## config.mk

```make
export PLATFORM = sky130hd
export DESIGN_NAME = dram_uart_tx
export DESIGN_NICKNAME = d
export VERILOG_FILES = /design/src/rtl/dram_uart_tx.sv
export SDC_FILE = /design/constraint.sdc
export NUM_CORES = 1
export LEC_CHECK = 0
export BUFFER_PORTS_ARGS = -buffer_cell sky130_fd_sc_hd__buf_2
export CAP_MARGIN = 40
export CORE_ASPECT_RATIO = 2
export CORE_MARGIN = 10
export CORE_UTILIZATION = 45
export DETAILED_ROUTE_END_ITERATION = 6
export PLACE_DENSITY_LB_ADDON = 0.12
export SLEW_MARGIN = 15
export SYNTH_ARGS = -nofsm -noshare
export SYNTH_HDL_FRONTEND = slang
export SYNTH_SLANG_ARGS = --single-unit
```

## constraint.sdc

```tcl
create_clock -name clock -period 2.8 [get_ports clock]
set_clock_uncertainty 0.15 [all_clocks]
set_input_delay 0.14 -clock clock [delete_from_list [all_inputs] [get_ports clock]]
set_output_delay 0.14 -clock clock [all_outputs]
set_load 0.02 [all_outputs]
```

## src/rtl/dram_uart_tx.sv

```systemverilog
// dram_uart_tx: streams a contiguous DRAM byte block out of an 8N1 UART line on a start_Tx rising edge
module dram_uart_tx #(
  parameter int CLKS_PER_BIT = 434,
  parameter int ADDR_WIDTH = 16,
  parameter int BASE_ADDR = 0,
  parameter int NUM_BYTES = 65536
) (
  input  logic                  clock,
  input  logic                  reset,
  input  logic                  start_Tx,
  input  logic [7:0]            dram_data,
  output logic [ADDR_WIDTH-1:0] dram_addr,
  output logic                  tx,
  output logic                  busy,
  output logic                  done
);
  localparam int BW = $clog2(CLKS_PER_BIT);
  localparam logic [BW-1:0] BAUD_TC = BW'(CLKS_PER_BIT - 1);
  localparam logic [ADDR_WIDTH:0] LAST = (ADDR_WIDTH+1)'(NUM_BYTES - 1);
  localparam logic [ADDR_WIDTH-1:0] BASE = ADDR_WIDTH'(BASE_ADDR);
  typedef enum logic [2:0] {IDLE, READ, LATCH, START, DATA, STOP, DONE} state_t;
  state_t state, state_n;
  logic start_q;
  logic [ADDR_WIDTH:0] byte_cnt, byte_n;
  logic [2:0] bit_cnt, bit_n;
  logic [BW-1:0] baud_cnt, baud_n;
  logic [7:0] shift_reg, shift_n;
  logic [ADDR_WIDTH-1:0] addr_n;
  logic tx_n, baud_end;
  // state and datapath registers; tx is registered so the line never glitches
  always_ff @(posedge clock) begin
    if (reset) begin
      state <= IDLE;
      start_q <= 1'b0;
      byte_cnt <= '0;
      bit_cnt <= '0;
      baud_cnt <= '0;
      shift_reg <= '0;
      dram_addr <= BASE;
      tx <= 1'b1;
    end else begin
      state <= state_n;
      start_q <= start_Tx;
      byte_cnt <= byte_n;
      bit_cnt <= bit_n;
      baud_cnt <= baud_n;
      shift_reg <= shift_n;
      dram_addr <= addr_n;
      tx <= tx_n;
    end
  end
  // next-state logic; the tx level follows the state being entered so it lines up with the edge
  always_comb begin
    state_n = state;
    byte_n = byte_cnt;
    bit_n = bit_cnt;
    shift_n = shift_reg;
    addr_n = dram_addr;
    baud_end = baud_cnt == BAUD_TC;
    baud_n = baud_end ? '0 : baud_cnt + 1'b1;
    case (state)
      IDLE: begin
        baud_n = '0;
        if (start_Tx & ~start_q) begin
          state_n = READ;
          addr_n = BASE;
          byte_n = '0;
        end
      end
      READ: begin
        baud_n = '0;
        state_n = LATCH;
      end
      LATCH: begin
        baud_n = '0;
        shift_n = dram_data;
        state_n = START;
      end
      START: begin
        if (baud_end) begin
          state_n = DATA;
          bit_n = '0;
        end
      end
      DATA: begin
        if (baud_end) begin
          shift_n = shift_reg >> 1;
          bit_n = bit_cnt + 1'b1;
          state_n = bit_cnt == 3'd7 ? STOP : DATA;
        end
      end
      STOP: begin
        if (baud_end) begin
          if (byte_cnt == LAST) state_n = DONE;
          else begin
            byte_n = byte_cnt + 1'b1;
            addr_n = dram_addr + 1'b1;
            state_n = READ;
          end
        end
      end
      DONE: begin
        baud_n = '0;
        state_n = start_Tx ? DONE : IDLE;
      end
      default: state_n = IDLE;
    endcase
    tx_n = state_n == START ? 1'b0 : state_n == DATA ? shift_n[0] : 1'b1;
  end
  assign busy = state != IDLE && state != DONE;
  assign done = state == DONE;
endmodule

```

# After elaboration in Yosys (flattened, before gate mapping)

Index checks and enable logic that the tools add are counted.

Add/subtract/negate cells: 4
Equal/unequal tests: 17
Muxes and demuxes: 23
Bitwise operators: 2
Reduce and logical (&&, ||, !) cells: 10

Operators with widths:

| cell                                                                    | count |
|---|---|
| 17-bit two-way mux                                                      | 3 |
| 16-bit two-way mux                                                      | 3 |
| 17-bit one-hot mux with 2 select lines                                  | 1 |
| 16-bit one-hot mux with 2 select lines                                  | 1 |
| 3-bit two-way mux                                                       | 8 |
| 3-bit one-hot mux with 7 select lines                                   | 1 |
| 17-bit by 1-bit adder with 17-bit output, second input constant         | 1 |
| 17-bit by 16-bit equality test with 1-bit output, second input constant | 1 |
| 16-bit by 1-bit adder with 16-bit output, second input constant         | 1 |
| 8-bit one-hot mux with 2 select lines                                   | 1 |
| 3-bit equality test, second input constant                              | 5 |
| 2-bit inequality test, second input constant                            | 5 |
| 9-bit by 1-bit adder with 9-bit output, second input constant           | 1 |
| 3-bit by 2-bit equality test with 1-bit output, second input constant   | 3 |
| 9-bit equality test, second input constant                              | 1 |
| 8-bit two-way mux                                                       | 1 |
| 3-bit one-hot mux with 2 select lines                                   | 1 |
| 2-bit nonzero test                                                      | 3 |
| 6-bit OR reduction                                                      | 1 |
| 4-bit AND reduction                                                     | 1 |
| 3-bit by 1-bit adder with 3-bit output, second input constant           | 1 |
| 3-bit by 1-bit equality test with 1-bit output, second input constant   | 1 |
| 3-bit zero test                                                         | 1 |
| 1-bit two-way mux                                                       | 3 |
| other kinds (7)                                                         | 7 |

Register bits after elaboration: 58
Input bits: 11
Output and inout port bits: 19
Word-level logic and storage cells: 65

# Longest topological paths before layout

Gate-level depths: netlist of run 1.

Depth in word-level cells: 7
Depth in mapped cells: 10
Mapped depth without buffers: 9

# Worst setup path before layout of run 1

No wires, ideal clock.

Path kind: register -> register
Start point: reg byte_cnt[0]
End point: reg byte_cnt[15]
Setup time: 0.125 ns
Arrival: 2.620 ns
Required time: 2.525 ns
Setup slack: -0.095 ns
Stages on the path, launching flop included: 11
Buffers on the path: 1
Clock period less this slack: 2.895 ns
Cell sequence: dfxtp_1 ha_1 nand3_1 nor3_1 ha_1 or4bb_1 or3_1 buf_6 a2111oi_4 xnor2_1 nor2_2

Word-level cells in the longest chain between the ends: 4
Elaborated cells between the ends (all ways): 7
Classes of those cells: 1 x add/sub; 2 x eq/ne; 3 x mux; 1 x reduce/logical

RTL lines:

| item                                     | line | source |
|---|---|---|
| start, declared                          | 24   | `logic [ADDR_WIDTH:0] byte_cnt, byte_n;` |
| start signal, assigned                   | 44   | `byte_cnt <= byte_n;` |
| 17-bit by 1-bit adder with 17-bit output | 96   | `byte_n = byte_cnt + 1'b1;` |
| 17-bit two-way mux                       | 94   | `if (byte_cnt == LAST) state_n = DONE;` |
| 17-bit two-way mux                       | 93   | `if (baud_end) begin` |
| 17-bit one-hot mux with 2 select lines   | 61   | `case (state)` |

Parallel ways exist; a longest one is shown, timed or not. The select of a mux whose other input is x is not followed.
A chain may end at the register's enable or synchronous reset.

# Worst setup path after layout of run 1

Start point: reg byte_cnt[7]
End point: reg dram_addr[12]

Word-level cells in the longest chain between the ends: 3

RTL lines:

| item                                             | line | source |
|---|---|---|
| 17-bit by 16-bit equality test with 1-bit output | 94   |  |
| 2-bit inequality test (no source line)           | n/a  |  |
| 4-bit AND reduction (no source line)             | n/a  |  |
| end signal, assigned                             | 48   | `dram_addr <= addr_n;` |
| end, declared                                    | 12   | `output logic [ADDR_WIDTH-1:0] dram_addr,` |

No other way between the ends.

==> summary.txt, run 1 <==
Run status
  • Status: finished clean

Logic synthesis
  • Post-synth top flop: dfxtp_1
  • Post-synthesis xor/xnor area fraction: around 9.0%
  • Number of enable flip-flop cells after synthesis: 0
  • Syn nets: 340
  • Main combinational cell family by area after synthesis: simple AND/OR/NAND/NOR gates
  • Post-synthesis mux area share: 0.7559%
  • Synth Area in Simple Gates: about a quarter
  • Synth area leaders: dfxtp_1 41%, nor2_1 6.1%, xnor2_1 5.0%
  • Ys async rst share: 0%
  • Post-Synth Adder-Cell Area: 3.112%
  • Synthesized area per cell: 8.739 um^2
  • Sequential area share after synthesis: 41.26%
  • Synth Instances: around 320
  • Yosys top cell area share: 41.26%
  • Synth Cell Area: 0.002814 mm^2
  • Number of synthesized register bits: 58
  • Synth Area in Compound Gates: 17.25%
  • Number of distinct library cells after synthesis: between 40 and 50
  • Area leader, netlist: dfxtp_1
  • Yosys warns: 0

Timing
  • Slew Viols, Final: 0
  • Max Clk Rate: about 370 MHz
  • RSZ-0062 raised after global routing: true
  • Final Hold Fails: 0
  • Post-layout min period: approximately 2.7 ns
  • Worst slew pin tran: approximately 0.70 ns
  • Final setup vio count: 0
  • Fin crit share: between 90% and 100%
  • Worst slew margin: between 50 and 60%

Die
  • Top Ports: 30
  • Core area: between 0.006 and 0.007 mm^2
  • Initial Util: 46.47%
  • Die width: approximately 76 um
  • FP Rows: 40
  • DIE HEIGHT: 131.8 um
  • Die area: 0.01001 mm^2

Routing
  • DRT Pass-1 Iters: 5
  • Final ANT Viol Nets: 0
  • Vias per std cell: 5.321
  • Drt drc: 0
  • Wire per inst: around 14 um
  • Initial DRC count: 140
  • Via count: 2533
  • DRT Wirelength: roughly 6800 um

Setup path
  • Worst EP required: ~2.9 ns
  • Worst Path Max Fanout: 4
  • CP Capture Type: flop
  • Crit path arrival time: 2.79 ns
  • Worst Setup Path Type: flop to flop
  • Crit start category: flop

Clocking
  • CTS Buf Count: 9
  • Clock Latency Late Sink: 0.33 ns
  • TritonCTS clock tree: yes
  • CTS max path bufs: 2
  • CTS Sinks: 58
  • Root Buffer: clkbuf_16
  • H-tree depth: 3
  • CTS clock-pin slew for the worst setup and hold paths: 0.05 ns

Placement
  • Global placement routability congestion: 0.8062
  • Post-DP Area: around 0.0033 mm^2
  • Dpl cells: 450
  • Port-buffer cells: 29
  • DP HPWL: approximately 5000 um

Pwr
  • VDD IR max: between 0.4 and 0.5 mV
  • PD cells: around 530 mW/mm^2
  • Cell leakage power: between 1 and 1.5 nW

Job
  • Max Cap Viol: 0

Global routing
  • Largest net degree at the start of global routing: 21
  • Initial antenna violation count: 0
  • Gr ovfl total: 0
  • Total track usage: between 10 and 15%
  • Vias in the first global route: about 2600
  • Wire length of the first global-routing pass: about 12000 um

Cells and area
  • Syn-to-layout area delta: 31.17%
  • Most flop-heavy register: byte_cnt
  • Biggest regs: byte_cnt: 17 flops, dram_addr: 16 flops, baud_cnt: 9 flops
  • Layout cells sized above 1: between 20% and 30%
  • Diodes inserted: 0
  • Design Area, Final: roughly 0.0037 mm^2
  • Nets: between 400 and 500
  • Most common cell after layout, fill and taps aside: dfxtp_1
  • Non-Filler Instances: ~480
  • Most frequent cells in the layout: 57 x dfxtp_1, 45 x nor2_1, 32 x buf_4
  • Max reg flops: 17

Hold path
  • HP Class: primary input to flop
[metal layers]
metal  routed length, um  vias up  track usage (%)
met5                   0        -                0
met4                 171        0            7.415
met1                2525     1198            13.30
li1                    -     1277                -
met2                3833       41            25.80
met3                 282       17            4.645
[synth_stat cells, types with 2 or more instances]
cell / n
a211oi_1: 6
a311oi_1: 2
nand3_1: 9
xor2_1: 13
a211o_1: 2
nor3_1: 4
nor2b_1: 7
nor3b_1: 2
nor2_1: 46
nor4_1: 3
o21ai_0: 9
and4_1: 3
a21oi_1: 19
nand4_1: 8
nand4b_1: 2
and2_1: 4
nand2_1: 19
clkbuf_1: 15
and3_1: 6
or3_1: 7
o2111ai_1: 11
a22oi_1: 8
xnor2_1: 16
nand2b_1: 4
ha_1: 7
a2111oi_4: 2
nor2_2: 2
dfxtp_1: 58
inv_1: 12
[where the power goes]
| group | switching [mW] | leakage [nW] | internal, mW |
|---|---|---|---|
| registers | 0.00655 | 0.469 | 0.841 |
| clock network | 0.347 | 0.138 | 0.634 |
| logic | 0.0843 | 0.761 | 0.0539 |
[through the flow]
step	util (%)	worst slack [ns]	TNS, ns	power, mW	hold slack [ns]
6_report	60.95	0.07402	0	1.967	0.04457
5_1_grt	60.95	-0.03721	-0.1721	2.046	0.06975
4_1_cts	59.50	-0.02230	-0.05824	1.986	0.03882
3_5_place_dp	53.70	0.0008900	0	0.9911	0.2451
3_3_place_gp	53.70	0.07696	0	0.9913	0.2335
2_1_floorplan	-	0.0007365	0	0.9440	0.1182
[what timing repair did]
action / in CTS / in global routing
hold buffers: 8 / 0
gates resized for setup: 0 / 15
buffers inserted: 0 / 3
hold endpoints to repair: 8 / 0
endpoints found under the setup margin: 4 / 14
pin swaps: 0 / 16
[worst max-delay path, cell delays in order, from the launching register on]
cell and delay [ns]:
dfxtp_2 0.31, and4_1 0.20, nand4_1 0.12, nor3_2 0.06
ha_2 0.18, or4bb_4 0.52, buf_6 0.14, nor3_4 0.29
nor2_2 0.10, nand4b_1 0.20, mux2_1 0.33
[area by class of cell]
type / count / area [um^2]
clock buffers: 12 / 256.5
flip-flops and latches: 58 / 1162
inverters: 12 / 45.04
multi-input cells: 235 / 1608
fillers: 537 / 2365
clock inverters: 3 / 15.01
well taps: 84 / 105.1
repair buffers: 72 / 499.2
[worst paths after layout]
kind,slack [ns],end,cells after the start,from
hold reg to reg,0.31,shift_reg[6]$_SDFFE_PP0P_,2,shift_reg[6]$_SDFFE_PP0P_
setup / recovery,0.07,dram_addr[12]$_SDFFE_PP0P_,10,byte_cnt[7]$_SDFFE_PP0P_
hold / removal,0.04,shift_reg[0]$_SDFF_PP0_,3,dram_data[0]
setup reg to reg,0.07,dram_addr[12]$_SDFFE_PP0P_,10,byte_cnt[7]$_SDFFE_PP0P_
[cell families (layout without fill, tap and decap cells)]
group / after synthesis / count (layout)
flip-flops: 58 / 58
adder cells (fa/ha/maj): 7 / 7
multiplexers: 2 / 2
buffers and inverters: 29 / 99
AO/OA/AOI/OAI: 65 / 65
XOR/XNOR: 29 / 29
AND/OR/NAND/NOR: 132 / 132
Power figures use the tool's default switching activity.
==> run 2: changes to the inputs <==
--- a/config.mk
+++ b/config.mk
@@ -9,9 +9,10 @@
 export CAP_MARGIN = 40
 export CORE_ASPECT_RATIO = 2
 export CORE_MARGIN = 10
-export CORE_UTILIZATION = 45
+export CORE_UTILIZATION = 25
 export DETAILED_ROUTE_END_ITERATION = 6
 export PLACE_DENSITY_LB_ADDON = 0.12
+export SKIP_LAST_GASP = 1
 export SLEW_MARGIN = 15
 export SYNTH_ARGS = -nofsm -noshare
 export SYNTH_HDL_FRONTEND = slang
==> constraint.sdc (replaced) <==
create_clock -name clock -period 3.5 [get_ports clock]
set_clock_uncertainty 0.15 [all_clocks]
set_input_delay 0.175 -clock clock [delete_from_list [all_inputs] [get_ports clock]]
set_output_delay 0.175 -clock clock [all_outputs]
set_load 0.02 [all_outputs]
==> summary.txt, run 2 (synthesis gave the netlist of run 1 again) <==
Run status
  • Status: finished clean

Setup path
  • Worst r2r path cells: 9
  • Worst EP required: between 3 and 4 ns
  • Crit start category: flop
  • Worst Path Max Fanout: 10
  • CP Capture Type: flop
  • Worst Setup Path Type: flop to flop
  • Crit path arrival time: about 3.3 ns

Hold path
  • Hold path depth: 2
  • HP Class: primary input to flop

Clocking
  • Setup Buffers After CTS: 0
  • Clock Latency Late Sink: roughly 0.33 ns
  • H-tree depth: 3
  • CTS Buf Count: 9
  • Hold buffer count at CTS: 8
  • TritonCTS clock tree: yes
  • Root Buffer: clkbuf_16
  • CTS clock-pin slew for the worst setup and hold paths: 0.05 ns
  • Post-CTS sizing: 0
  • CTS Sinks: a little under 60
  • CTS max path bufs: 2

Die
  • FP Rows: 54
  • Core area: 0.01095 mm^2
  • DIE HEIGHT: approximately 170 um
  • Die area: roughly 0.016 mm^2
  • Initial Util: roughly 26%
  • Top Ports: 30
  • Die width: between 90 and 100 um

Timing
  • Worst slew margin: about two thirds
  • Worst slew pin tran: approximately 0.5 ns
  • Final Hold Fails: 0
  • RSZ-0062 raised after global routing: false
  • Slew Viols, Final: 0
  • Final setup vio count: 0
  • Max Clk Rate: just over 300 MHz
  • Post-layout min period: between 3 and 4 ns
  • Fin crit share: between 90 and 100%
  • Setup TNS: 0 ns

Routing
  • Vias per std cell: between 4 and 5
  • Initial DRC count: 75
  • Wire per inst: between 10 and 15 um
  • Via count: ~2500
  • Final ANT Viol Nets: 0
  • DRT Wirelength: 7486 um
  • DRT Pass-1 Iters: 4
  • Drt drc: 0

Pwr
  • Cell leakage power: 1.235 nW
  • Final Power: about 1.6 mW
  • VDD IR max: between 0.2 and 0.25 mV
  • PD cells: between 400 and 500 mW/mm^2

Cells and area
  • Max reg flops: 17
  • Layout cells sized above 1: 16.12%
  • Nets: 380
  • Most common cell after layout, fill and taps aside: dfxtp_1
  • Diodes inserted: 0
  • Most flop-heavy register: byte_cnt
  • Most frequent cells in the layout: 58 x dfxtp_1, 46 x nor2_1, 29 x buf_2
  • Biggest regs: byte_cnt: 17 flops, dram_addr: 16 flops, baud_cnt: 9 flops
  • Syn-to-layout area delta: 23.97%

Global routing
  • Initial antenna violation count: 0
  • Total track usage: roughly a tenth
  • Gr ovfl total: 0
  • Wire length of the first global-routing pass: about 12000 um
  • Vias in the first global route: 2572
  • Largest net degree at the start of global routing: 21

Placement
  • Port-buffer cells: 29
  • Global placement routability congestion: 0.7279
  • DP HPWL: 5570 um

Job
  • Max Cap Viol: 0
[run 2: per-stage QoR]
stage / hold WS (ns) / setup slack, ns / area [um^2] / util, % / cells
2_1_floorplan: 0.1532 / 0.6047 / 2814 / - / 322
3_3_place_gp: 0.2705 / 0.2381 / 3136 / 28.65 / 483
3_5_place_dp: 0.2789 / 0.1914 / 3136 / 28.65 / 483
4_1_cts: 0.1098 / 0.1898 / 3488 / 31.87 / 506
5_1_grt: 0.1386 / 0.03436 / 3488 / 31.87 / 506
6_report: 0.1123 / 0.2261 / 3488 / 31.87 / 506
[run 2: final timing paths]
| check | startpoint | end | slack [ns] |
|---|---|---|---|
| worst min-delay path | reset | dram_addr[0]$_SDFFE_PP0P_ | 0.11 |
| worst min register to register | byte_cnt[16]$_SDFFE_PP0P_ | byte_cnt[16]$_SDFFE_PP0P_ | 0.31 |
| worst max-delay path | byte_cnt[0]$_SDFFE_PP0P_ | byte_cnt[15]$_SDFFE_PP0P_ | 0.23 |
| worst max register to register | byte_cnt[0]$_SDFFE_PP0P_ | byte_cnt[15]$_SDFFE_PP0P_ | 0.23 |
[run 2: area by class of cell]
cell class / count / area, um^2
clock buffers: 13 / 260.3
flip-flops and latches: 58 / 1161
fillers: 1205 / 7457
clock inverters: 2 / 12.51
repair buffers: 46 / 292.8
well taps: 140 / 175.2
inverters: 12 / 45.04
multi-input cells: 235 / 1541
[run 2: where the power goes]
part | internal [mW] | switching, mW | total, mW
combinational | 0.0401 | 0.0636 | 0.104
clock | 0.512 | 0.296 | 0.808
sequential | 0.672 | 0.00873 | 0.681
[run 2: routing by layer]
| layer | part of all wire [%] | vias up | GRT usage [%] |
|---|---|---|---|
| li1 | - | 1228 | - |
| met3 | 4.7 | 10 | 2.997 |
| met4 | 1.8 | 0 | 4.581 |
| met5 | 0 | - | 0 |
| met2 | 54 | 37 | 18.10 |
| met1 | 39 | 1181 | 9.435 |
[run 2: critical path: stages (launching register included)]
cell and delay [ns]:
dfxtp_1 0.35, ha_1 0.25, nand3_1 0.25, nor3_1 0.09, ha_1 0.22, or4bb_1 0.56, or3_1 0.63, a2111oi_4 0.43
xnor2_1 0.17, nor2_2 0.04
==> run 3: changes to the inputs <==
--- a/config.mk
+++ b/config.mk
@@ -5,12 +5,15 @@
 export SDC_FILE = /design/constraint.sdc
 export NUM_CORES = 1
 export LEC_CHECK = 0
+export ABC_AREA = 1
 export BUFFER_PORTS_ARGS = -buffer_cell sky130_fd_sc_hd__buf_2
 export CAP_MARGIN = 40
 export CORE_ASPECT_RATIO = 2
 export CORE_MARGIN = 10
 export CORE_UTILIZATION = 25
+export CTS_BUF_LIST = sky130_fd_sc_hd__clkbuf_2 sky130_fd_sc_hd__clkbuf_4 sky130_fd_sc_hd__clkbuf_8
 export DETAILED_ROUTE_END_ITERATION = 6
+export HOLD_SLACK_MARGIN = 0.02
 export PLACE_DENSITY_LB_ADDON = 0.12
 export SKIP_LAST_GASP = 1
 export SLEW_MARGIN = 15
==> summary.txt, run 3 <==
Run status
  • Status: finished clean

Logic synthesis
  • Area leader, netlist: dfxtp_1
  • Top cells by count, synth: 137 x nand2_1, 58 x dfxtp_1, 56 x nor2_1, 51 x inv_1, 39 x a21oi_1
  • Number of synthesized register bits: 58
  • Sequential area share after synthesis: approximately 37%
  • Syn nets: 483
  • Most numerous cell in the Yosys netlist: nand2_1
  • Synthesized area per cell: between 6 and 7 um^2
  • Synth Cell Area: approximately 0.0031 mm^2
  • Yosys warns: 0
  • Synth area leaders: dfxtp_1 37%, nand2_1 17%, nor2_1 6.8%
  • Number of enable flip-flop cells after synthesis: 0
  • Ys async rst share: 0%
  • Synth Instances: about 470
  • Post-synth top flop: dfxtp_1
  • Number of distinct library cells after synthesis: 36
  • Yosys top cell area share: between 30 and 40%

Setup path
  • Crit path arrival time: 2.99 ns
  • Worst r2r path cells: 15
  • Worst Setup Path Type: flop to flop
  • Crit start category: flop
  • CP Capture Type: flop
  • Worst EP required: approximately 3.6 ns
  • Worst Path Max Fanout: 27

Routing
  • Initial DRC count: 113
  • Final ANT Viol Nets: 0
  • Vias per std cell: 4.687
  • DRT Wirelength: just under 9000 um
  • Wire per inst: 13.32 um
  • DRT Pass-1 Iters: 4
  • Via count: roughly 3100
  • Drt drc: 0

Timing
  • Max Clk Rate: between 300 and 400 MHz
  • RSZ-0062 raised after global routing: false
  • Fin crit share: just over 80%
  • Final setup vio count: 0
  • Slew Viols, Final: 0
  • Post-layout min period: between 2 and 3 ns
  • Worst slew margin: ~64%
  • Final Hold Fails: 0
  • Worst slew pin tran: between 0.5 and 0.6 ns
  • Setup TNS: 0 ns

Pwr
  • Cell leakage power: around 1.5 nW
  • VDD IR max: 0.1712 mV
  • PD cells: roughly 390 mW/mm^2

Clocking
  • TritonCTS clock tree: yes
  • CTS clock-pin slew for the worst setup and hold paths: around 0.060 ns
  • Setup Buffers After CTS: 0
  • CTS max path bufs: 2
  • Root Buffer: clkbuf_8
  • H-tree depth: 3
  • Post-CTS sizing: 0
  • CTS Sinks: slightly below 60
  • Clock Latency Late Sink: 0.35 ns
  • CTS Buf Count: 9

Hold path
  • HP Class: primary input to flop
  • Hold path depth: 3

Job
  • Max Cap Viol: 0

Placement
  • Global placement routability congestion: about 0.8
  • Port-buffer cells: 29
  • DP HPWL: 6413 um

Die
  • DIE HEIGHT: about 180 um
  • Core area: about 0.012 mm^2
  • Die width: 98.75 um
  • FP Rows: 57
  • Top Ports: 30
  • Initial Util: approximately 26%
  • Die area: between 0.015 and 0.02 mm^2

Cells and area
  • Syn-to-layout area delta: 17.07%
  • Most common cell after layout, fill and taps aside: nand2_1
  • Finished Core Util: between 20% and 30%
  • Most flop-heavy register: byte_cnt
  • Max reg flops: 17
  • Filler cell count: roughly 1400
  • Nets: approximately 520
  • Layout cells sized above 1: approximately 12%
  • Diodes inserted: 0
  • Biggest regs: byte_cnt: 17 flops, dram_addr: 16 flops, baud_cnt: 9 flops
  • Most frequent cells in the layout: 137 x nand2_1, 58 x dfxtp_1, 56 x nor2_1

Global routing
  • Gr ovfl total: 0
  • Wire length of the first global-routing pass: 14460 um
  • Vias in the first global route: ~3100
  • Largest net degree at the start of global routing: 33
  • Initial antenna violation count: 0
  • Total track usage: roughly a tenth
run 3: cell count changes in the layout (fill, tap and decap cells not counted), moves of 8 or more:
| cell | change |
|---|---|
| nand4_1 | +12 |
| nand3_1 | +18 |
| nor2_1 | +10 |
| o2111ai_1 | -11 |
| a22oi_1 | -8 |
| nand2_1 | +118 |
| xor2_1 | -9 |
| inv_1 | +39 |
| a21oi_1 | +20 |
| clkbuf_16 | -9 |
| xnor2_1 | -14 |
| clkbuf_8 | +9 |
| buf_4 | -8 |
run 3: cell families after synthesis:
family                     synth area share, %
buffers and inverters                    8.999
and+or+nand+nor                          37.49
xor gates and xnor gates                 1.695
AOI/OAI and AO/OA                        11.54
DFF                                      37.45
adders and majority gates                2.825
run 3: final cells by class:
type	count	area [um^2]	area share, %
clock buffers	13	166.4	4.585
repair buffers	39	242.7	6.687
multi-input cells	341	1660	45.74
flip-flops and latches	58	1161	31.99
well taps	147	183.9	5.067
inverters	56	215.2	5.929
run 3: per-stage QoR:
stage	cell area (um^2)	hold WS, ns	std cells	worst slack, ns	total power [mW]
floorplan	3100	0.1060	465	1.136	0.8157
global placement	3373	0.2680	632	0.6626	0.8533
detailed placement	3373	0.2739	632	0.5784	0.8543
CTS	3630	0.1915	654	0.5572	1.438
global route	3630	0.2045	654	0.2699	1.485
finish	3630	0.2011	654	0.6022	1.403
run 3: routing by layer:
layer | GRT usage [%] | up-vias | part of all wire, %
met5 | 0 | - | 0
met4 | 4.502 | 0 | 2.3
met3 | 3.115 | 16 | 3.9
met2 | 19.68 | 43 | 56
met1 | 9.414 | 1424 | 38
li1 | - | 1582 | -
run 3: path summary, 6_finish.rpt:
check                                              start                   endpoint  slack [ns]
worst min-delay path                               reset         start_q$_SDFF_PP0_        0.20
worst max-delay path            byte_cnt[0]$_SDFFE_PP0P_  byte_cnt[10]$_SDFFE_PP0P_        0.60
worst max register to register  byte_cnt[0]$_SDFFE_PP0P_  byte_cnt[10]$_SDFFE_PP0P_        0.60
worst min register to register    baud_cnt[0]$_SDFF_PP0_     baud_cnt[0]$_SDFF_PP0_        0.32
run 3: power breakdown:
group	internal [mW]	switching, mW
registers	0.677	0.0139
clock network	0.300	0.261
logic	0.0489	0.103
total	1.03	0.378
run 3: what timing repair did:
action / CTS / global route
hold buffers: 9 / 0
hold endpoints to repair: 9 / 0
endpoints found under the setup margin: 0 / 0
run 3: worst max-delay path, cell delays in order (launching register included):
cell	delay (ns)
dfxtp_1	0.38
ha_1	0.23
nand3_1	0.10
nor2_1	0.32
nand4_1	0.19
nor4_1	0.28
ha_1	0.23
inv_1	0.05
nand4_1	0.13
nand2_2	0.11
nand2_8	0.20
inv_6	0.13
nand3_1	0.13
nand2_1	0.07
nand2_1	0.06
nor2_1	0.05
